## config.mk

```make
export PLATFORM = sky130hd
export DESIGN_NAME = calc_alu_sequencer_flat
export DESIGN_NICKNAME = d
export VERILOG_FILES = /design/src/rtl/calc_alu_sequencer_if.sv /design/src/rtl/calc_alu_sequencer.sv /design/src/flat_wrapper.sv
export SDC_FILE = /design/constraint.sdc
export NUM_CORES = 1
export LEC_CHECK = 0
export ABC_AREA = 0
export BUFFER_PORTS_ARGS = -buffer_cell sky130_fd_sc_hd__buf_2
export CAP_MARGIN = 20
export CORE_ASPECT_RATIO = 0.5
export CORE_MARGIN = 2
export CORE_UTILIZATION = 30
export DETAILED_ROUTE_END_ITERATION = 16
export GPL_TIMING_DRIVEN = 1
export REMOVE_ABC_BUFFERS = 1
export SYNTH_ARGS = -nofsm -noshare
export SYNTH_HDL_FRONTEND = slang
export SYNTH_SLANG_ARGS = --single-unit
```

## constraint.sdc

```tcl
create_clock -name clk -period 6.42 [get_ports clk]
set_input_delay 0.642 -clock clk [delete_from_list [all_inputs] [get_ports clk]]
set_output_delay 0.642 -clock clk [all_outputs]
set_load 0.02 [all_outputs]
```

## src/rtl/calc_alu_sequencer_if.sv

```systemverilog
// Request/response bundle for calc_alu_sequencer: operation request in, result and status out.
interface calc_alu_sequencer_if #(
    parameter int WIDTH = 10,
    parameter int CNT_W = 16
);
    logic                 start;
    logic [1:0]           op;
    logic [WIDTH-1:0]     a;
    logic [WIDTH-1:0]     b;
    logic                 busy;
    logic                 done;
    logic [2*WIDTH-1:0]   result;
    logic [WIDTH-1:0]     rem;
    logic                 err;
    logic [CNT_W-1:0]     op_count;

    modport master (
        output start, op, a, b,
        input  busy, done, result, rem, err, op_count
    );

    modport slave (
        input  start, op, a, b,
        output busy, done, result, rem, err, op_count
    );
endinterface

```

## src/rtl/calc_alu_sequencer.sv

```systemverilog
// Multi-cycle add/sub/mul/div sequencer built around one shared adder/subtractor.
// Optional completed-operation counter enabled by defining CALC_OP_COUNT_EN.
module calc_alu_sequencer #(
    parameter int WIDTH = 10,
    parameter int CNT_W = 16
) (
    input logic                  clk,
    input logic                  rst_n,
    calc_alu_sequencer_if.slave  bus
);
    localparam int CW = $clog2(WIDTH + 1);
    localparam int AW = WIDTH + 2;
    localparam int RW = 2 * WIDTH;

    localparam logic [1:0] OP_ADD = 2'b00;
    localparam logic [1:0] OP_SUB = 2'b01;
    localparam logic [1:0] OP_MUL = 2'b10;
    localparam logic [1:0] OP_DIV = 2'b11;

    typedef enum logic [1:0] {
        IDLE = 2'd0,
        EXEC = 2'd1,
        DONE = 2'd2
    } state_t;

    state_t           state_q, state_d;
    logic [1:0]       op_q, op_d;
    logic [WIDTH-1:0] a_q, a_d;
    logic [WIDTH-1:0] b_q, b_d;
    logic [WIDTH-1:0] hi_q, hi_d;
    logic [WIDTH-1:0] lo_q, lo_d;
    logic [CW-1:0]    cnt_q, cnt_d;
    logic [RW-1:0]    result_q, result_d;
    logic [WIDTH-1:0] rem_q, rem_d;
    logic             err_q, err_d;

    // Shared adder/subtractor, two bits wider than an operand so that a
    // subtraction of two (WIDTH+1)-bit unsigned values keeps a valid sign bit.
    logic [AW-1:0]    add_x, add_y, add_s;
    logic             add_sub;

    assign add_s = add_x + (add_sub ? ~add_y : add_y) + AW'(add_sub);

    always_comb begin
        add_x   = '0;
        add_y   = '0;
        add_sub = 1'b0;
        case (op_q)
            OP_ADD: begin
                add_x = {2'b00, a_q};
                add_y = {2'b00, b_q};
            end
            OP_SUB: begin
                add_x   = {2'b00, a_q};
                add_y   = {2'b00, b_q};
                add_sub = 1'b1;
            end
            OP_MUL: begin
                add_x = {2'b00, hi_q};
                add_y = lo_q[0] ? {2'b00, a_q} : '0;
            end
            default: begin
                add_x   = {1'b0, hi_q, lo_q[WIDTH-1]};
                add_y   = {2'b00, b_q};
                add_sub = 1'b1;
            end
        endcase
    end

    // Per-iteration next values for the {hi, lo} working pair.
    logic [WIDTH-1:0] mul_hi, mul_lo, div_hi, div_lo;
    logic             div_neg;

    assign mul_hi  = add_s[WIDTH:1];
    assign mul_lo  = {add_s[0], lo_q[WIDTH-1:1]};
    assign div_neg = add_s[AW-1];
    assign div_hi  = div_neg ? add_x[WIDTH-1:0] : add_s[WIDTH-1:0];
    assign div_lo  = {lo_q[WIDTH-2:0], ~div_neg};

    always_comb begin
        state_d  = state_q;
        op_d     = op_q;
        a_d      = a_q;
        b_d      = b_q;
        hi_d     = hi_q;
        lo_d     = lo_q;
        cnt_d    = cnt_q;
        result_d = result_q;
        rem_d    = rem_q;
        err_d    = err_q;
        case (state_q)
            IDLE: begin
                if (bus.start) begin
                    state_d  = EXEC;
                    op_d     = bus.op;
                    a_d      = bus.a;
                    b_d      = bus.b;
                    hi_d     = '0;
                    lo_d     = (bus.op == OP_MUL) ? bus.b : bus.a;
                    cnt_d    = CW'(WIDTH);
                    result_d = '0;
                    rem_d    = '0;
                    err_d    = 1'b0;
                end
            end
            EXEC: begin
                case (op_q)
                    OP_ADD, OP_SUB: begin
                        result_d = {{(RW - AW){add_s[AW-1]}}, add_s};
                        cnt_d    = '0;
                        state_d  = DONE;
                    end
                    OP_MUL: begin
                        hi_d  = mul_hi;
                        lo_d  = mul_lo;
                        cnt_d = cnt_q - CW'(1);
                        if (cnt_q == CW'(1)) begin
                            result_d = {mul_hi, mul_lo};
                            state_d  = DONE;
                        end
                    end
                    default: begin
                        if (b_q == '0) begin
                            err_d    = 1'b1;
                            result_d = '1;
                            rem_d    = a_q;
                            cnt_d    = '0;
                            state_d  = DONE;
                        end else begin
                            hi_d  = div_hi;
                            lo_d  = div_lo;
                            cnt_d = cnt_q - CW'(1);
                            if (cnt_q == CW'(1)) begin
                                result_d = {{WIDTH{1'b0}}, div_lo};
                                rem_d    = div_hi;
                                state_d  = DONE;
                            end
                        end
                    end
                endcase
            end
            DONE: begin
                state_d = IDLE;
            end
            default: begin
                state_d = IDLE;
            end
        endcase
    end

    always_ff @(posedge clk or negedge rst_n) begin
        if (!rst_n) begin
            state_q  <= IDLE;
            op_q     <= OP_ADD;
            a_q      <= '0;
            b_q      <= '0;
            hi_q     <= '0;
            lo_q     <= '0;
            cnt_q    <= '0;
            result_q <= '0;
            rem_q    <= '0;
            err_q    <= 1'b0;
        end else begin
            state_q  <= state_d;
            op_q     <= op_d;
            a_q      <= a_d;
            b_q      <= b_d;
            hi_q     <= hi_d;
            lo_q     <= lo_d;
            cnt_q    <= cnt_d;
            result_q <= result_d;
            rem_q    <= rem_d;
            err_q    <= err_d;
        end
    end

`ifdef CALC_OP_COUNT_EN
    logic [CNT_W-1:0] op_count_q, op_count_d;

    always_comb begin
        op_count_d = op_count_q;
        if (state_q == DONE) begin
            op_count_d = op_count_q + CNT_W'(1);
        end
    end

    always_ff @(posedge clk or negedge rst_n) begin
        if (!rst_n) begin
            op_count_q <= '0;
        end else begin
            op_count_q <= op_count_d;
        end
    end

    assign bus.op_count = op_count_q;
`else
    assign bus.op_count = '0;
`endif

    assign bus.busy   = (state_q != IDLE);
    assign bus.done   = (state_q == DONE);
    assign bus.result = result_q;
    assign bus.rem    = rem_q;
    assign bus.err    = err_q;
endmodule

```

## src/flat_wrapper.sv

```systemverilog
// flat-port wrapper written by rule: the top's interface ports become plain ports
module calc_alu_sequencer_flat 
#(
    parameter int WIDTH = 10,
    parameter int CNT_W = 16
)
  (clk, rst_n, bus_start, bus_op, bus_a, bus_b, bus_busy, bus_done, bus_result, bus_rem, bus_err, bus_op_count);
  calc_alu_sequencer_if #(.WIDTH(WIDTH), .CNT_W(CNT_W)) bus_i ();
  input logic clk;
  input logic rst_n;
  input wire logic [$bits(bus_i.start)-1:0] bus_start;
  input wire logic [$bits(bus_i.op)-1:0] bus_op;
  input wire logic [$bits(bus_i.a)-1:0] bus_a;
  input wire logic [$bits(bus_i.b)-1:0] bus_b;
  output wire logic [$bits(bus_i.busy)-1:0] bus_busy;
  output wire logic [$bits(bus_i.done)-1:0] bus_done;
  output wire logic [$bits(bus_i.result)-1:0] bus_result;
  output wire logic [$bits(bus_i.rem)-1:0] bus_rem;
  output wire logic [$bits(bus_i.err)-1:0] bus_err;
  output wire logic [$bits(bus_i.op_count)-1:0] bus_op_count;
  assign bus_i.start = bus_start;
  assign bus_i.op = bus_op;
  assign bus_i.a = bus_a;
  assign bus_i.b = bus_b;
  assign bus_busy = bus_i.busy;
  assign bus_done = bus_i.done;
  assign bus_result = bus_i.result;
  assign bus_rem = bus_i.rem;
  assign bus_err = bus_i.err;
  assign bus_op_count = bus_i.op_count;
  calc_alu_sequencer #(.WIDTH(WIDTH), .CNT_W(CNT_W)) u_core (.clk(clk), .rst_n(rst_n), .bus(bus_i));
endmodule
```

# After elaboration in Yosys (flattened, before gate mapping)
# Cells that the tools add are included.
# Widths: inputs -> output; s select.
[totals] register_bits=79 output_inout_bits=49 wordCells=81 latch_bits=0 rom_bits=0 mem_count=0 ramBits=0
[classes] muxes=38 order_cmp=0 div_mod_pow=0 multipliers=0 n_shift=0 n_eq_ne=14 n_reduce_logical=14 n_bitwise=2 add_sub_neg=3
[ops] op="$mux 10" n=10
[ops] op="$pmux 10 s2" n=5
[ops] op="$mux 20" n=4
[ops] op="$pmux 20 s2" n=2
[ops] op="$mux 12" n=2
[ops] op="$pmux 11 s2" n=1
[ops] op="$pmux 4 s2" n=2
[ops] op="$reduce_and 4->1" n=4
[ops] op="$add 11x12->12" n=1
[ops] op="$add 12x1->12" n=1
[ops] op="$not 12->12" n=1
[ops] op="$logic_not 10->1" n=1
[ops] op="$mux 4" n=2
[ops] op="$pmux 2 s2" n=2
[ops] op="$eq 2x2->1 const B" n=3
[ops] op="$mux 2" n=3
[ops] op="$ne 2x2->1 const B" n=3
[ops] op="$eq 2x1->1 const B" n=2
[ops] op="$eq 4x1->1 const B" n=1
[ops] op="$logic_not 2->1" n=2
[ops] op="$mux 1" n=4
[ops] op="$ne 4x2->1 const B" n=1
[ops] op="$reduce_and 2->1" n=2
[ops] op="$reduce_bool 2->1" n=2
[ops] op="9 further kinds" n=10

# Logic depth before layout (Yosys ltp)
[logic_depth] depth_word=11 mapped_depth=16 mapped_depth_nobuf=11

# Worst setup path before layout
# OpenSTA, ideal clock, no wires.
[synth_timing] path_kind="register to register" startpoint="register u_core.op_q[0]" endpoint="register u_core.hi_q[6]" path_buffers=4 slack_ps=2568 arrival_ps=3726 path_stages_with_launch=16 setup_time_ps=126 period_less_slack_ps=3852 required_time_ps=6294 cell_sequence="dfrtp_1 > buf_2 > buf_1 > clkbuf_1 > nor2_1 > a32oi_1 > o21ai_0 > ha_1 > a21oi_1 > o21a_1 > o211ai_2 > or4_1 > nand3_2 > buf_6 > mux2_4 > a221o_1"
[synth_via] elab_chain_len=10 word_cells_on_any_way=19
[synth_rtl] item="start: declaration" line_no="calc_alu_sequencer.sv:27" source="logic [1:0] op_q, op_d;"
[synth_rtl] item="start signal: assignment" line_no="calc_alu_sequencer.sv:165" source="op_q <= op_d;"
[synth_rtl] item="$eq 2x2->1" line_no="calc_alu_sequencer.sv:48, calc_alu_sequencer.sv:107"
[synth_rtl] item="$mux 12" line_no="calc_alu_sequencer.sv:48" source="case (op_q)"
[synth_rtl] item="$not 12->12" line_no="calc_alu_sequencer.sv:42" source="assign add_s = add_x + (add_sub ? ~add_y : add_y) + AW'(add_sub);"
[synth_rtl] item="$mux 12" line_no="calc_alu_sequencer.sv:42"
[synth_rtl] item="$add 11x12->12" line_no="calc_alu_sequencer.sv:42"
[synth_rtl] item="$add 12x1->12" line_no="calc_alu_sequencer.sv:42"
[synth_rtl] item="$mux 10" line_no="calc_alu_sequencer.sv:77" source="assign div_hi = div_neg ? add_x[WIDTH-1:0] : add_s[WIDTH-1:0];"
[synth_rtl] item="$mux 10" line_no="calc_alu_sequencer.sv:123" source="if (b_q == '0) begin"
[synth_rtl] item="$pmux 10 s2" line_no="calc_alu_sequencer.sv:107" source="case (op_q)"
[synth_rtl] item="$pmux 10 s2" line_no="calc_alu_sequencer.sv:91" source="case (state_q)"
[synth_rtl] item="end signal: assignment" line_no="calc_alu_sequencer.sv:168" source="hi_q <= hi_d;"
[synth_rtl] item="end: declaration" line_no="calc_alu_sequencer.sv:30" source="logic [WIDTH-1:0] hi_q, hi_d;"
# Several ways; a longest one is shown, not always the timed one. The select of a mux whose other input is x is not followed.
# A chain may end at the register's enable or synchronous reset.

# Worst setup path in the final report
# Ends and elaborated chain as after synthesis.

==> results by stage <==
Outcome:
- The flow ran to the end, and the final reports show no timing, DRC or antenna violations.

Drt:
- Using the TritonRoute via totals, the vias-per-cell ratio works out to 5.43.
- The total iterations of the first detailed-routing run is 4.
- The detailed router finished its first iteration with 342 violations.
- The routed design has 15.6 mm of wire.
- The detailed-route via count is 4546.
- After detailed routing, the average wire length per cell comes to 18.6 um.
- The DRC violations left is 0.
- The antenna violation net count after detailed routing is 0.

Synth:
- The synthesis warning total is 0.
- Counting distinct cell types in the post-synthesis netlist gives 67.
- The number of flops mapped to enable cells by yosys is 0.
- Among all flip-flop cells after synthesis, the most frequent one is dfrtp_1.
- Summing every instance area after synthesis gives a little over 5000 sq um.
- After Yosys synthesis, full adders, half adders and majority gates account for 3.28% of the synthesized area.
- The share of synthesized cell area in and, or, nand and nor gates is roughly 17%.
- The mux share of post-synthesis cell area is 9.71%.
- Of all flip-flops after synthesis, the portion carrying an async set or reset was 100%.
- The compound-gate portion of the synthesized area is a little under a quarter.
- Synthesis inferred 79 register bits.
- The gate count after technology mapping is 574.
- The average instance in the mapped netlist occupies between 9 and 10 sq um.
- Summing the sequential cell areas from Yosys gives 38.1% of the chip area.
- After Yosys synthesis, XOR and XNOR cells account for around 1.7% of the synthesized area.
- The dominant combinational cell family by area after synthesis is compound AO/OA/AOI/OAI gates.

Critical path:
- The worst setup path is of the reg -> reg kind.
- The family with the most delay on the worst path is simple AND/OR/NAND/NOR gates.
- The critical-path cell with the highest stage delay is nor2_1.
- STA puts the critical path data required time at around 6.6 ns.
- The worst path arrival time is 4.28 ns.
- The kind of end point of the critical path is a register.
- Of all nets on the critical path, the largest fanout is 29.
- Walking the worst path, the cells encountered are buf_4 -> nor2_1 -> a32oi_1 -> o21ai_0 -> ha_1 -> and4_1 -> o211ai_1 -> o211ai_2 -> or4_1 -> nand3_2 -> mux2_4 -> a221o_1.
- The buffer and inverter count on the worst path is 1.
- The delay of the slowest cell on the worst path is between 0.5 and 0.6 ns.
- The launching element type of the critical path is a register.

Timing:
- The smallest clock period supported by the final layout is computed as 4.06 ns.
- The worst-case clock skew is 0.00650 ns.
- The tightest slew margin relative to the limit is 33.1%.
- At the pin with the least slew margin, the transition time is 1.00 ns.
- The setup TNS is 0 ns.
- The number of hold violations in the final report is 0.
- Dividing the final minimum period by the clock period gives roughly 63%.
- Setup repair after global routing left no endpoint under its margin.
- The achievable frequency is 246 MHz.
- The final count of pins violating max slew is 0.
- The final-report setup violation count is 0.

Clocking:
- CTS saw 79 sinks.
- The TritonCTS clock tree is done.
- The number of gates resized after cts is 0.
- CTS placed an instance of clkbuf_16 at the clock tree root.
- The CTS H-tree depth is 3.
- In this run, CTS created clock tree buffers numbering 9.
- The latest clock arrival within the worst-skew pair is 0.34 ns.
- The number of buffers between clock root and the deepest sink is 2.
- The hold buffer count at CTS is 0.
- The clock transition at the register clock pins on the worst setup and hold paths after CTS is 0.06 ns.
- Once the clock tree was built, the setup fixing pass inserted 0 buffers.

Finish:
- Counting the fill cells in the layout gives between 1.5k and 2k.
- The final instance area is 5970 sq um.
- The most frequent standard cell in the layout excluding fill and tap cells is nand2_1.
- The multi-input combinational cells in the finished layout cover a total of 2940 sq um.
- The number of nets in the layout is 645.
- Cells with a size suffix above 1 make up 22.6% of the layout.
- The antenna diode count is 0.
- The top cell types in the final layout, fill and taps aside, are 80 x nand2_1, 79 x dfrtp_1, 56 x buf_2, 45 x nor2_1, 40 x a21oi_1.
- From synthesis to final layout, the design area changed by 15.0%.
- The final core utilization is 35.9%.
- The flip-flop and latch area is 1980 sq um.

GRT:
- The first global-routing pass estimated 24.7 mm of wire.
- In the global route stage, overall resource usage came out at between 15 and 20%.
- Entering global routing, the biggest net connects 80 pins.
- The initial antenna violation count is 0.
- Global routing finished with a remaining overflow of 0.
- The number of global-route vias before repair is 4346.

Floorplanning:
- The row count is 33.
- The starting utilization of the core area is 31.2%.
- In this run the standard cell core region covers 16600 sq um.
- 74 I/O pins were placed.
- The floorplan step set the die width to 190 um.
- The die covers 18400 sq um.
- The vertical extent of the die is 97.0 um.

Flow run:
- The tool flagged a number of max-cap violations equal to 0.

Place:
- The count of buffers inserted at the top-level ports is 57.
- Once placement finished, the instance area stood at roughly 5600 sq um.
- Routability-driven placement finished with a final weighted congestion of 0.910.
- The total half-perimeter wirelength after legalization and detailed placement is 11.0 mm.

Worst hold path:
- The path class of the tightest hold or removal check is in -> async.
==> final timing paths <==
kind / start / end / slack, ns / cells past startpoint
worst max register to register: u_core.op_q[0] / u_core.hi_q[6] / 2.36 / 12
worst max-delay path: u_core.op_q[0] / u_core.hi_q[6] / 2.36 / 12
worst min-delay path: rst_n / u_core.a_q[2] / 0.26 / 1
min in group clk: u_core.bus.result[15] / u_core.bus.result[15] / 0.47 / 2
worst min register to register: u_core.bus.result[15] / u_core.bus.result[15] / 0.47 / 2
max in group asynchronous: rst_n / u_core.bus.result[18] / 5.54 / 2
==> area by class of cell <==
class / count / area share [%]
clock buffers: 10 / 3.83
clock inverters: 4 / 2.01
inverters: 3 / 0.189
multi-input cells: 446 / 49.3
flip-flops and latches: 79 / 33.1
well taps: 227 / 4.76
repair buffers: 68 / 6.81
==> per-stage QoR <==
| stage | setup slack, ns | hold slack, ns | cells |
|---|---|---|---|
| 2_1_floorplan | 1.46 | 0.346 | 528 |
| 3_3_place_gp | 2.50 | 0.463 | 820 |
| 3_5_place_dp | 2.43 | 0.469 | 820 |
| 4_1_cts | 2.43 | 0.481 | 834 |
| 5_1_grt | 2.10 | 0.296 | 837 |
| 6_report | 2.36 | 0.259 | 837 |
==> cells by family (layout without fill, tap and decap cells) <==
group	count (synthesis)	after routing
flops	79	79
mux	46	46
other cells	1	16
xor+xnor	10	10
simple gates	188	188
fa+ha+maj	13	13
compound gates	173	173
buf+inv	64	85
==> Yosys cell counts (3+ instances only) <==
library cell / count / share of area (%)
a21o_1: 5 / 0.72
a21oi_1: 40 / 3.9
a32oi_1: 10 / 1.7
and3_1: 4 / 0.48
buf_1: 4 / 0.29
buf_2: 7 / 0.67
buf_4: 16 / 2.3
clkbuf_1: 31 / 2.2
dfrtp_1: 79 / 38
ha_1: 12 / 2.9
inv_1: 3 / 0.22
mux2_2: 31 / 6.7
mux2i_1: 14 / 2.7
nand2_1: 80 / 5.8
nand2b_1: 3 / 0.36
nand3_1: 5 / 0.48
nor2_1: 47 / 3.4
nor2b_1: 6 / 0.72
nor3_1: 18 / 1.7
nor3b_1: 10 / 1.4
nor3b_2: 3 / 0.72
o211a_1: 3 / 0.58
o211ai_1: 4 / 0.58
o21ai_0: 36 / 3.5
o21ai_1: 14 / 1.3
o221ai_1: 11 / 1.9
o31ai_1: 12 / 1.7
o31ai_2: 3 / 0.72
o41ai_2: 6 / 1.9
xnor2_1: 5 / 0.84
xor2_1: 5 / 0.84
==> state kept, by name, indices dropped and copies added, names as in the netlist <==
register and flops:
u_core.cnt_q 4, u_core.a_q 10, u_core.lo_q 10, u_core.hi_q 10, u_core.bus.err 1, u_core.state_q 2
u_core.b_q 10, u_core.bus.rem 10, u_core.op_q 2, u_core.bus.result 20
==> routing by layer <==
layer | vias to the layer above | track usage [%] | routed length (um)
met4 | 0 | 5.78 | 341
met3 | 28 | 3.85 | 1040
met5 | - | 0 | 0
li1 | 2136 | - | -
met1 | 2225 | 25.0 | 7540
met2 | 157 | 25.1 | 6700
Power is not shown: default switching activity piles up to over one toggle a cycle in this logic, so the estimate is an artifact.
